`src/rtl/basket_controller.sv`:
```
// ---------------------------------------------------------------------------
// basket_controller
//
// Purpose
//    Shopping-basket store of up to DEPTH (product ID, quantity) slots kept
//    contiguous in insertion order. It supports add (with optional merge of
//    duplicate IDs), remove-by-index with shift-down compaction, clear, and
//    a registered display readout port.
//
// Configuration
//    BASKET_MERGE_EN : when defined, an add first scans the occupied slots
//                      for a matching ID and merges into it (saturating at
//                      15). When undefined, every valid add goes straight
//                      to INSERT, so duplicate IDs occupy separate slots.
//
// Ports
//    CLOCK_50         in   1  system clock, rising edge
//    RESET            in   1  synchronous active-high reset
//    Enable           in   1  single-cycle add request
//    ProductID        in   4  product to add
//    ProductQuantity  in   4  quantity to add (1..4 legal)
//    Cancel           in   1  single-cycle slot-removal request
//    CancelIndex      in   4  slot to remove
//    Clear            in   1  empty the basket (works in any state)
//    ReadIndex        in   4  readout slot address
//    ReadProductID    out  4  registered ID of slot ReadIndex (0 if empty)
//    ReadQuantity     out  4  registered quantity of slot ReadIndex
//    BasketProductNum out  4  number of occupied slots
//    TotalItems       out  7  sum of all slot quantities
//    Full             out  1  all DEPTH slots occupied
//    Busy             out  1  an operation is in progress
//    Error            out  1  single-cycle pulse on a rejected request
// ---------------------------------------------------------------------------
module basket_controller #(
   parameter int DEPTH = 8
) (
   input  logic       CLOCK_50,
   input  logic       RESET,
   input  logic       Enable,
   input  logic [3:0] ProductID,
   input  logic [3:0] ProductQuantity,
   input  logic       Cancel,
   input  logic [3:0] CancelIndex,
   input  logic       Clear,
   input  logic [3:0] ReadIndex,
   output logic [3:0] ReadProductID,
   output logic [3:0] ReadQuantity,
   output logic [3:0] BasketProductNum,
   output logic [6:0] TotalItems,
   output logic       Full,
   output logic       Busy,
   output logic       Error
);

   typedef enum logic [1:0] {IDLE, SEARCH, INSERT, SHIFT} stateT;

   localparam logic [3:0] DEPTH_L = 4'(DEPTH);

   stateT       stateQ, stateD;
   logic [3:0]  idQ  [DEPTH];
   logic [3:0]  idD  [DEPTH];
   logic [3:0]  qtyQ [DEPTH];
   logic [3:0]  qtyD [DEPTH];
   logic [3:0]  countQ, countD;
   logic [7:0]  totalQ, totalD;
   logic [3:0]  idxQ, idxD;
   logic [3:0]  addIdQ, addIdD;
   logic [3:0]  addQtyQ, addQtyD;
   logic [3:0]  remQtyQ, remQtyD;
   logic        firstQ, firstD;
   logic        errorQ, errorD;
   logic [3:0]  readIdQ, readQtyQ;

   logic [3:0]  nextId, nextQty, cancelQty, readId, readQty;
   logic        full, qtyValid;

`ifdef BASKET_MERGE_EN
   logic [3:0]  curId, curQty;
   logic [4:0]  mergeSum;
   logic [3:0]  mergeQty;

   assign mergeSum = {1'b0, curQty} + {1'b0, addQtyQ};
   assign mergeQty = (mergeSum > 5'd15) ? 4'd15 : mergeSum[3:0];
`endif

   assign full     = (countQ == DEPTH_L);
   assign qtyValid = (ProductQuantity != 4'd0) && (ProductQuantity <= 4'd4);

   // Slot read multiplexers. Indexing is done by equality compare over the
   // slot loop so that 4-bit indices never select past the array; the
   // readout mux also forces 0 for unoccupied or out-of-range slots.
   always_comb begin
`ifdef BASKET_MERGE_EN
      curId     = '0;
      curQty    = '0;
`endif
      nextId    = '0;
      nextQty   = '0;
      cancelQty = '0;
      readId    = '0;
      readQty   = '0;
      for (int i = 0; i < DEPTH; i++) begin
`ifdef BASKET_MERGE_EN
         if (4'(i) == idxQ) begin
            curId  = idQ[i];
            curQty = qtyQ[i];
         end
`endif
         if (4'(i) == idxQ + 4'd1) begin
            nextId  = idQ[i];
            nextQty = qtyQ[i];
         end
         if (4'(i) == CancelIndex) begin
            cancelQty = qtyQ[i];
         end
         if ((4'(i) == ReadIndex) && (4'(i) < countQ)) begin
            readId  = idQ[i];
            readQty = qtyQ[i];
         end
      end
   end

   // Next-state and datapath logic. Clear overrides whatever is in flight.
   // In IDLE, Cancel beats Enable. Requests arriving while busy are dropped
   // and flagged. A Full error is raised on the transition into INSERT so
   // that the pulse is visible during the INSERT cycle itself. The removed
   // quantity is taken off the total on the first SHIFT cycle, which is
   // when slot contents first change.
   always_comb begin
      stateD  = stateQ;
      countD  = countQ;
      totalD  = totalQ;
      idxD    = idxQ;
      addIdD  = addIdQ;
      addQtyD = addQtyQ;
      remQtyD = remQtyQ;
      firstD  = firstQ;
      errorD  = 1'b0;
      for (int i = 0; i < DEPTH; i++) begin
         idD[i]  = idQ[i];
         qtyD[i] = qtyQ[i];
      end

      if (Clear) begin
         stateD = IDLE;
         countD = '0;
         totalD = '0;
         for (int i = 0; i < DEPTH; i++) begin
            idD[i]  = '0;
            qtyD[i] = '0;
         end
      end else begin
         case (stateQ)
            IDLE: begin
               if (Cancel) begin
                  if (CancelIndex < countQ) begin
                     stateD  = SHIFT;
                     idxD    = CancelIndex;
                     remQtyD = cancelQty;
                     firstD  = 1'b1;
                  end else begin
                     errorD = 1'b1;
                  end
               end else if (Enable) begin
                  if (qtyValid) begin
                     addIdD  = ProductID;
                     addQtyD = ProductQuantity;
`ifdef BASKET_MERGE_EN
                     if (countQ == 4'd0) begin
                        stateD = INSERT;
                     end else begin
                        stateD = SEARCH;
                        idxD   = '0;
                     end
`else
                     stateD = INSERT;
                     errorD = full;
`endif
                  end else begin
                     errorD = 1'b1;
                  end
               end
            end

`ifdef BASKET_MERGE_EN
            SEARCH: begin
               errorD = Enable | Cancel;
               if (curId == addIdQ) begin
                  for (int i = 0; i < DEPTH; i++) begin
                     if (4'(i) == idxQ) begin
                        qtyD[i] = mergeQty;
                     end
                  end
                  totalD = totalQ + {4'b0, mergeQty} - {4'b0, curQty};
                  stateD = IDLE;
               end else if (idxQ == countQ - 4'd1) begin
                  stateD = INSERT;
                  errorD = errorD | full;
               end else begin
                  idxD = idxQ + 4'd1;
               end
            end
`endif

            INSERT: begin
               errorD = Enable | Cancel;
               if (!full) begin
                  for (int i = 0; i < DEPTH; i++) begin
                     if (4'(i) == countQ) begin
                        idD[i]  = addIdQ;
                        qtyD[i] = addQtyQ;
                     end
                  end
                  countD = countQ + 4'd1;
                  totalD = totalQ + {4'b0, addQtyQ};
               end
               stateD = IDLE;
            end

            SHIFT: begin
               errorD = Enable | Cancel;
               if (firstQ) begin
                  totalD = totalQ - {4'b0, remQtyQ};
               end
               firstD = 1'b0;
               if (idxQ < countQ - 4'd1) begin
                  for (int i = 0; i < DEPTH; i++) begin
                     if (4'(i) == idxQ) begin
                        idD[i]  = nextId;
                        qtyD[i] = nextQty;
                     end
                  end
                  idxD = idxQ + 4'd1;
               end else begin
                  for (int i = 0; i < DEPTH; i++) begin
                     if (4'(i) == idxQ) begin
                        idD[i]  = '0;
                        qtyD[i] = '0;
                     end
                  end
                  countD = countQ - 4'd1;
                  stateD = IDLE;
               end
            end

            default: stateD = IDLE;
         endcase
      end
   end

   // State and storage registers with synchronous reset that wipes every
   // slot, so nothing written mid-operation survives a reset.
   always_ff @(posedge CLOCK_50) begin
      if (RESET) begin
         stateQ   <= IDLE;
         countQ   <= '0;
         totalQ   <= '0;
         idxQ     <= '0;
         addIdQ   <= '0;
         addQtyQ  <= '0;
         remQtyQ  <= '0;
         firstQ   <= 1'b0;
         errorQ   <= 1'b0;
         readIdQ  <= '0;
         readQtyQ <= '0;
         for (int i = 0; i < DEPTH; i++) begin
            idQ[i]  <= '0;
            qtyQ[i] <= '0;
         end
      end else begin
         stateQ   <= stateD;
         countQ   <= countD;
         totalQ   <= totalD;
         idxQ     <= idxD;
         addIdQ   <= addIdD;
         addQtyQ  <= addQtyD;
         remQtyQ  <= remQtyD;
         firstQ   <= firstD;
         errorQ   <= errorD;
         readIdQ  <= readId;
         readQtyQ <= readQty;
         for (int i = 0; i < DEPTH; i++) begin
            idQ[i]  <= idD[i];
            qtyQ[i] <= qtyD[i];
         end
      end
   end

   // The internal total is 8 bits wide; the 7-bit output clamps rather than
   // wrapping for large DEPTH.
   assign ReadProductID    = readIdQ;
   assign ReadQuantity     = readQtyQ;
   assign BasketProductNum = countQ;
   assign TotalItems       = (totalQ > 8'd127) ? 7'd127 : totalQ[6:0];
   assign Full             = full;
   assign Busy             = (stateQ != IDLE);
   assign Error            = errorQ;

endmodule

```
`config.mk`:
```
export PLATFORM = sky130hd
export DESIGN_NAME = basket_controller
export DESIGN_NICKNAME = d
export VERILOG_FILES = /design/src/rtl/basket_controller.sv
export SDC_FILE = /design/constraint.sdc
export NUM_CORES = 1
export LEC_CHECK = 0
export CAP_MARGIN = 0
export CORE_ASPECT_RATIO = 1.25
export CORE_MARGIN = 2
export CORE_UTILIZATION = 40
export DETAILED_ROUTE_END_ITERATION = 8
export GPL_ROUTABILITY_DRIVEN = 0
export GPL_TIMING_DRIVEN = 0
export PLACE_DENSITY_LB_ADDON = 0.1
export REMOVE_ABC_BUFFERS = 1
export SYNTH_ARGS = -nofsm -noshare
export SYNTH_HDL_FRONTEND = slang
export SYNTH_SLANG_ARGS = --single-unit
```
`constraint.sdc`:
```
create_clock -name CLOCK_50 -period 6.3 [get_ports CLOCK_50]
set_clock_uncertainty 0.2 [all_clocks]
set_input_delay 0.63 -clock CLOCK_50 [delete_from_list [all_inputs] [get_ports CLOCK_50]]
set_output_delay 0.63 -clock CLOCK_50 [all_outputs]
set_load 0.05 [all_outputs]
```
==> run metrics, run 1 <==
XOR/XNOR share of the synthesized area=~1.1%; flops & latches, synth=approximately 100; ratio of cells with drive above 1 in the final layout=6.39%; pwr dens=197 nW/um^2; cts hold-fix bufs=0; vias in the first global route=6450; via count=6958; Yosys Warn Count=0; Mean Syn Cell Area=7.77 sq um; fillers=roughly 1600; Post-CTS Setup Inserts=0; first-pass GRT wire length=36.3 mm; wire per inst=21.9 microns; Top Family by Delay on Critical Path=adder cells; IO Count=43; Placed Cells=1061; relative slew slack=11.7%; Root Buffer=clkbuf_16; Worst-Margin Slew=approximately 1.3 ns; CP max-delay cell=ha_1; ys flop type=dfxtp_1; Seq. cell area=2080 sq um; final net count=908; Synth Area in Adders=5.93%; starting density of the core=41.0%; Reg2Reg Depth=9; CTS max path bufs=2; endpoints failing setup=0; Min-Delay Path Class=reg2reg; GRT overflow=0; static leakage=~0.0026 uW; post-synth cell types=66; Layout area overhead=12.3%; kind of critical path=reg2reg; drt first pass iters=5; Netlist Area Pre-Place=between 6000 and 7000 sq um; Buffers & Inverters on Critical Path=1; Post-synth EDFFs=0; die area=17700 sq um; highest clock rate=0.230 GHz; Area contributors post-synth=dfxtp_1, ha_1, nor2_1, a21oi_1, a31oi_1; antenna violations before repair=0; largest family of logic cells by synthesized area=compound AO/OA/AOI/OAI gates; crit path time final=4.35 ns; H-tree depth=3; R2R Setup Slk=1.95 ns; All-Layer GR Usage=26.3%; Arrival @ worst endpoint=~4.4 ns; Sink Count=104; Power, Total=1480 uW; DRC errors left=0; RSZ-0062 raised after global routing=false; cells resized by post-CTS repair=0; most frequent cells in the layout=dfxtp_1, nor2_1, a21oi_1; CORE AREA=16300 sq um; largest net degree at the start of global routing=43; critical path endpoint category=flip-flop; DR vias/cell=approximately 6.5; type of element launching the critical path=flip-flop; area of the multi-input gates=4240 sq um; Hold Path Sink=totalQ[4]; max incr delay on CP=1.02 ns; crit-path cells=ha_1, clkinv_1, o21ai_0, ha_1, o2111ai_1, nand3_1, o211a_1, o311ai_0, o41ai_1; row cnt=52; total CTS buffers=9; die width=119 microns; Synth area leader=dfxtp_1; worst hold start=totalQ[4]; Non-Filler Instances=1077; DR iter-0 viols=between 700 and 800; Peak supply drop=0.000111 V; clock-pin slew on the worst setup and hold paths=0.08 ns; post-synthesis compound-gate area fraction=30.6%; Simple-Gate Fraction of Synth Area=21.7%; MaxCap Viol Count=0; CP required=roughly 6.3 ns; ys async rst share=0%; cell count after synthesis=858; CTS tree=built; remaining antenna violation count=0; Worst-Skew Late Latency=approximately 0.37 ns; Tcrit/Tclk final=69.1%; top-area cell type share of the netlist area=31.2%; final count of hold timing violations=0; register area share after synthesis=31.2%; PortBufs=42; most common cell after layout, fill and taps aside=dfxtp_1; crit-path most repeated cell=ha_1; Hold Crit Depth=2; Die Height=148 microns; reg2reg start=stateQ[1]; Pins Over Slew Limit=0; FF-to-FF End=totalQ[7]; post-synthesis mux area share=3.90%; Routed WL=23.6 mm; Antenna diodes=0; status=finished, final reports clean; CP max FO=30; hpwl dp=16.1 mm
## logic make-up after synthesis
family | after synthesis
compound gates | 305
xor+xnor | 8
fa+ha+maj | 31
buf+inv | 93
flops | 104
mux | 26
simple gates | 291
## layer usage
layer	part of all wire (%)	wire length (microns)	track usage (%)	vias to the layer above
met2	48	11200	44.3	365
li1	-	-	-	3193
met3	7.4	1750	4.18	72
met1	41	9600	32.4	3328
met4	4.3	1020	13.5	0
met5	0	0	0	-
## cells in the mapped netlist (19+ instances only)
master / instances
a211oi_1: 19
a21oi_1: 66
a31oi_1: 46
clkbuf_1: 43
dfxtp_1: 104
ha_1: 30
inv_1: 34
mux2i_1: 26
nand2_1: 62
nand3_1: 41
nor2_1: 90
o21ai_0: 53
## flip-flops by register name, summed over array words and instances, names as in the netlist
name	flops
remQtyQ	4
qtyQ	32
idQ	32
stateQ	2
idxQ	4
addIdQ	4
firstQ	1
BasketProductNum	4
ReadQuantity	4
addQtyQ	4
totalQ	8
Error	1
ReadProductID	4
## worst max-delay path by stage
stage	slack [ns]	endpoint	from	cells after the start
after floorplan	2.30	idQ[1][12]	RESET	3
after global placement	-1.79	idQ[1][14]	RESET	4
after detailed placement	1.97	totalQ[7]	stateQ[1]	9
after CTS	1.93	totalQ[7]	stateQ[1]	9
after global routing	1.55	totalQ[7]	stateQ[1]	9
final	1.95	totalQ[7]	stateQ[1]	9
## layout make-up
class,count,share of cell area [%]
multi-input combinational,661,56.6
sequential,104,27.8
timing repair buffer,45,6.11
tap,216,3.61
inverter,35,1.75
clock buffer,10,3.19
clock inverter,6,0.969
## power by group
| group | switching, uW | total [uW] | internal, uW |
|---|---|---|---|
| Sequential | 7.26 | 669 | 661 |
| Combinational | 136 | 202 | 66.1 |
| Clock | 281 | 606 | 325 |
| Total | 425 | 1480 | 1050 |
## per-stage QoR
| step | area, sq um | setup WS (ns) | utilization (%) | hold WS [ns] | TNS [ns] |
|---|---|---|---|---|---|
| floorplan | 6430 | 2.30 | - | 0.230 | 0 |
| global placement | 7120 | -1.79 | 43.8 | 0.255 | -64.66 |
| detailed placement | 7180 | 1.97 | 44.2 | 0.266 | 0 |
| CTS | 7500 | 1.93 | 46.1 | 0.277 | 0 |
| global route | 7490 | 1.55 | 46.1 | 0.310 | 0 |
| finish | 7490 | 1.95 | 46.1 | 0.275 | 0 |
## tightest hold or removal path, cell delays in order (launching register included)
cell	delay, ns
dfxtp_1	0.33
nand2_1	0.06
a21oi_1	0.05
No activity file was read; power rests on OpenSTA's default activity.
==> inputs of run 2 (changes only) <==
- clock period: 6.3 -> 3.86 ns (I/O delays scaled with it)
==> run 2 against run 1 <==
Against the previous run:
- non-clock buffer count did not move
- combinational power rose by 63%
- routed wire length fell by 0.26%
- design area rose by 0.43%
- fmax rose by 21%
- setup slack got worse by 1.7 ns
- first-iteration DRC count fell by 7.9%
==> run metrics, run 2 (same netlist as run 1, synthesis figures left out) <==
crit-path most repeated cell=ha_1; final count of hold timing violations=0 (unchanged); largest net degree at the start of global routing=43 (unchanged); Peak supply drop=0.000181 V (+63%); antenna violations before repair=0 (unchanged); endpoints failing setup=0 (unchanged); Worst-Margin Slew=1.40 ns (+0.0739 ns); Layout area overhead=12.8%; crit-path cells=inv_1, ha_1, xnor2_1, ha_1, o21a_1, o2bb2ai_1, nand2_2, a21oi_2, nand3_2, o22ai_1; Post-CTS Setup Inserts=0 (unchanged); die area=17700 sq um (unchanged); type of element launching the critical path=flip-flop; CTS tree=built; wire per inst=21.8 microns (-0.26%); fillers=1609 (-0.25%); DR vias/cell=6.40 (-0.99%); Top Family by Delay on Critical Path=compound AO/OA/AOI/OAI gates; DRC errors left=0 (unchanged); Worst Hold Slack=0.275 ns (-0.0000400 ns); R2R Setup Slk=0.28 ns (-1.67 ns); CORE AREA=16300 sq um (unchanged); GRT overflow=0 (unchanged); static leakage=0.00259 uW (-0.11%); ratio of cells with drive above 1 in the final layout=6.85% (+0.46 points); most frequent cells in the layout=dfxtp_1, nor2_1, a21oi_1; crit path time final=3.58 ns (-0.768 ns); Placement Setup Slack=-0.467 ns (-2.44 ns); Tcrit/Tclk final=92.9% (+24 points); die width=119 microns (unchanged); Arrival @ worst endpoint=3.67 ns (-0.71 ns); Die Height=148 microns (unchanged); hpwl dp=16.1 mm (unchanged); Worst-Skew Late Latency=0.37 ns (about the same); Pins Over Slew Limit=0 (unchanged); CP max-delay cell=dfxtp_1; first-pass GRT wire length=36.3 mm (about the same); drt first pass iters=5 (unchanged); max incr delay on CP=0.52 ns (-0.50 ns); kind of critical path=reg2reg; All-Layer GR Usage=26.4% (+0.057 points); Sink Count=104 (unchanged); Top Registers=idQ: 32 flops, qtyQ: 32 flops, totalQ: 8 flops; via count=6889 (-0.99%); total CTS buffers=9 (unchanged); RSZ-0062 raised after global routing=false; worst setup margin=0.275 ns (-1.67 ns); CTS max path bufs=2 (unchanged); status=finished, final reports clean; DR iter-0 viols=673 (-7.9%); IO Count=43 (unchanged); CP required=3.94 ns (-2.39 ns); pwr dens=321 nW/um^2 (+63%); H-tree depth=3 (unchanged); relative slew slack=6.70% (-5.0 points); most common cell after layout, fill and taps aside=dfxtp_1; clock-pin slew on the worst setup and hold paths=0.08 ns (about the same); highest clock rate=0.279 GHz (+21%); Root Buffer=clkbuf_16; row cnt=52 (unchanged); Antenna diodes=0 (unchanged); Non-Filler Instances=1077 (unchanged); Buffers & Inverters on Critical Path=1 (unchanged); Routed WL=23.5 mm (-0.26%); remaining antenna violation count=0 (unchanged); PortBufs=42 (unchanged); Min-Delay Path Class=reg2reg; CP max FO=10 (-67%); starting density of the core=41.0% (unchanged); vias in the first global route=6442 (-0.12%); MaxCap Viol Count=0 (unchanged); Placed Cells=1061 (unchanged); final net count=908 (unchanged); critical path endpoint category=flip-flop
[run 2: path summary, 6_finish.rpt]
check,start,end,cells after the start
setup / recovery,BasketProductNum[0],qtyQ[1][13],10
hold / removal,totalQ[4],totalQ[4],2
setup reg to reg,BasketProductNum[0],qtyQ[1][13],10
hold reg to reg,totalQ[4],totalQ[4],2
[run 2: metrics by stage]
stage	cell area, sq um	TNS, ns	utilization (%)	power (uW)
after global placement	7120	-211.27	43.8	1430
after detailed placement	7180	-5.40	44.2	1440
final	7520	0	46.3	2410
after floorplan	6430	0	-	1310
after global routing	7520	0	46.3	2510
after CTS	7500	0	46.1	2420
[run 2: cell type report]
type / count / area (sq um) / share of cell area, %
Clock buffer: 10 / 239 / 3.18
Timing Repair Buffer: 45 / 463 / 6.15
Sequential cell: 104 / 2080 / 27.7
Clock inverter: 6 / 72.6 / 0.965
Multi-Input combinational cell: 661 / 4260 / 56.6
Inverter: 35 / 135 / 1.80
Tap cell: 216 / 270 / 3.59
[run 2: per-layer routing]
layer	GRT usage [%]	vias to the layer above	share of wire [%]
met1	32.6	3306	41
li1	-	3187	-
met3	4.14	58	7.2
met5	0	-	0
met2	44.3	338	48
met4	13.4	0	3.7
[run 2: report_power, final]
| part | internal [uW] | switching [uW] | total [uW] | leakage (uW) |
|---|---|---|---|---|
| clock network | 530 | 461 | 990 | 0.000150 |
| registers | 1080 | 12.1 | 1090 | 0.000838 |
| logic | 109 | 221 | 330 | 0.00160 |
| total | 1720 | 694 | 2410 | 0.00259 |
[run 2: repair_timing]
item	CTS	global route
gates resized for setup	2	4
setup endpoints to repair	44	10
hold buffers	0	0
[run 2: tightest hold or removal path, delay by kind of cell (launching register included)]
kind / cells / cell delay [ns]
simple gates: 1 / 0.06
compound gates: 1 / 0.05
flops: 1 / 0.33
==> inputs of run 3 (changes only) <==
- CAP_MARGIN: 0 -> unset
==> results of run 3 <==
No change in the layout: final DEF, timing and power equal those of run 2.
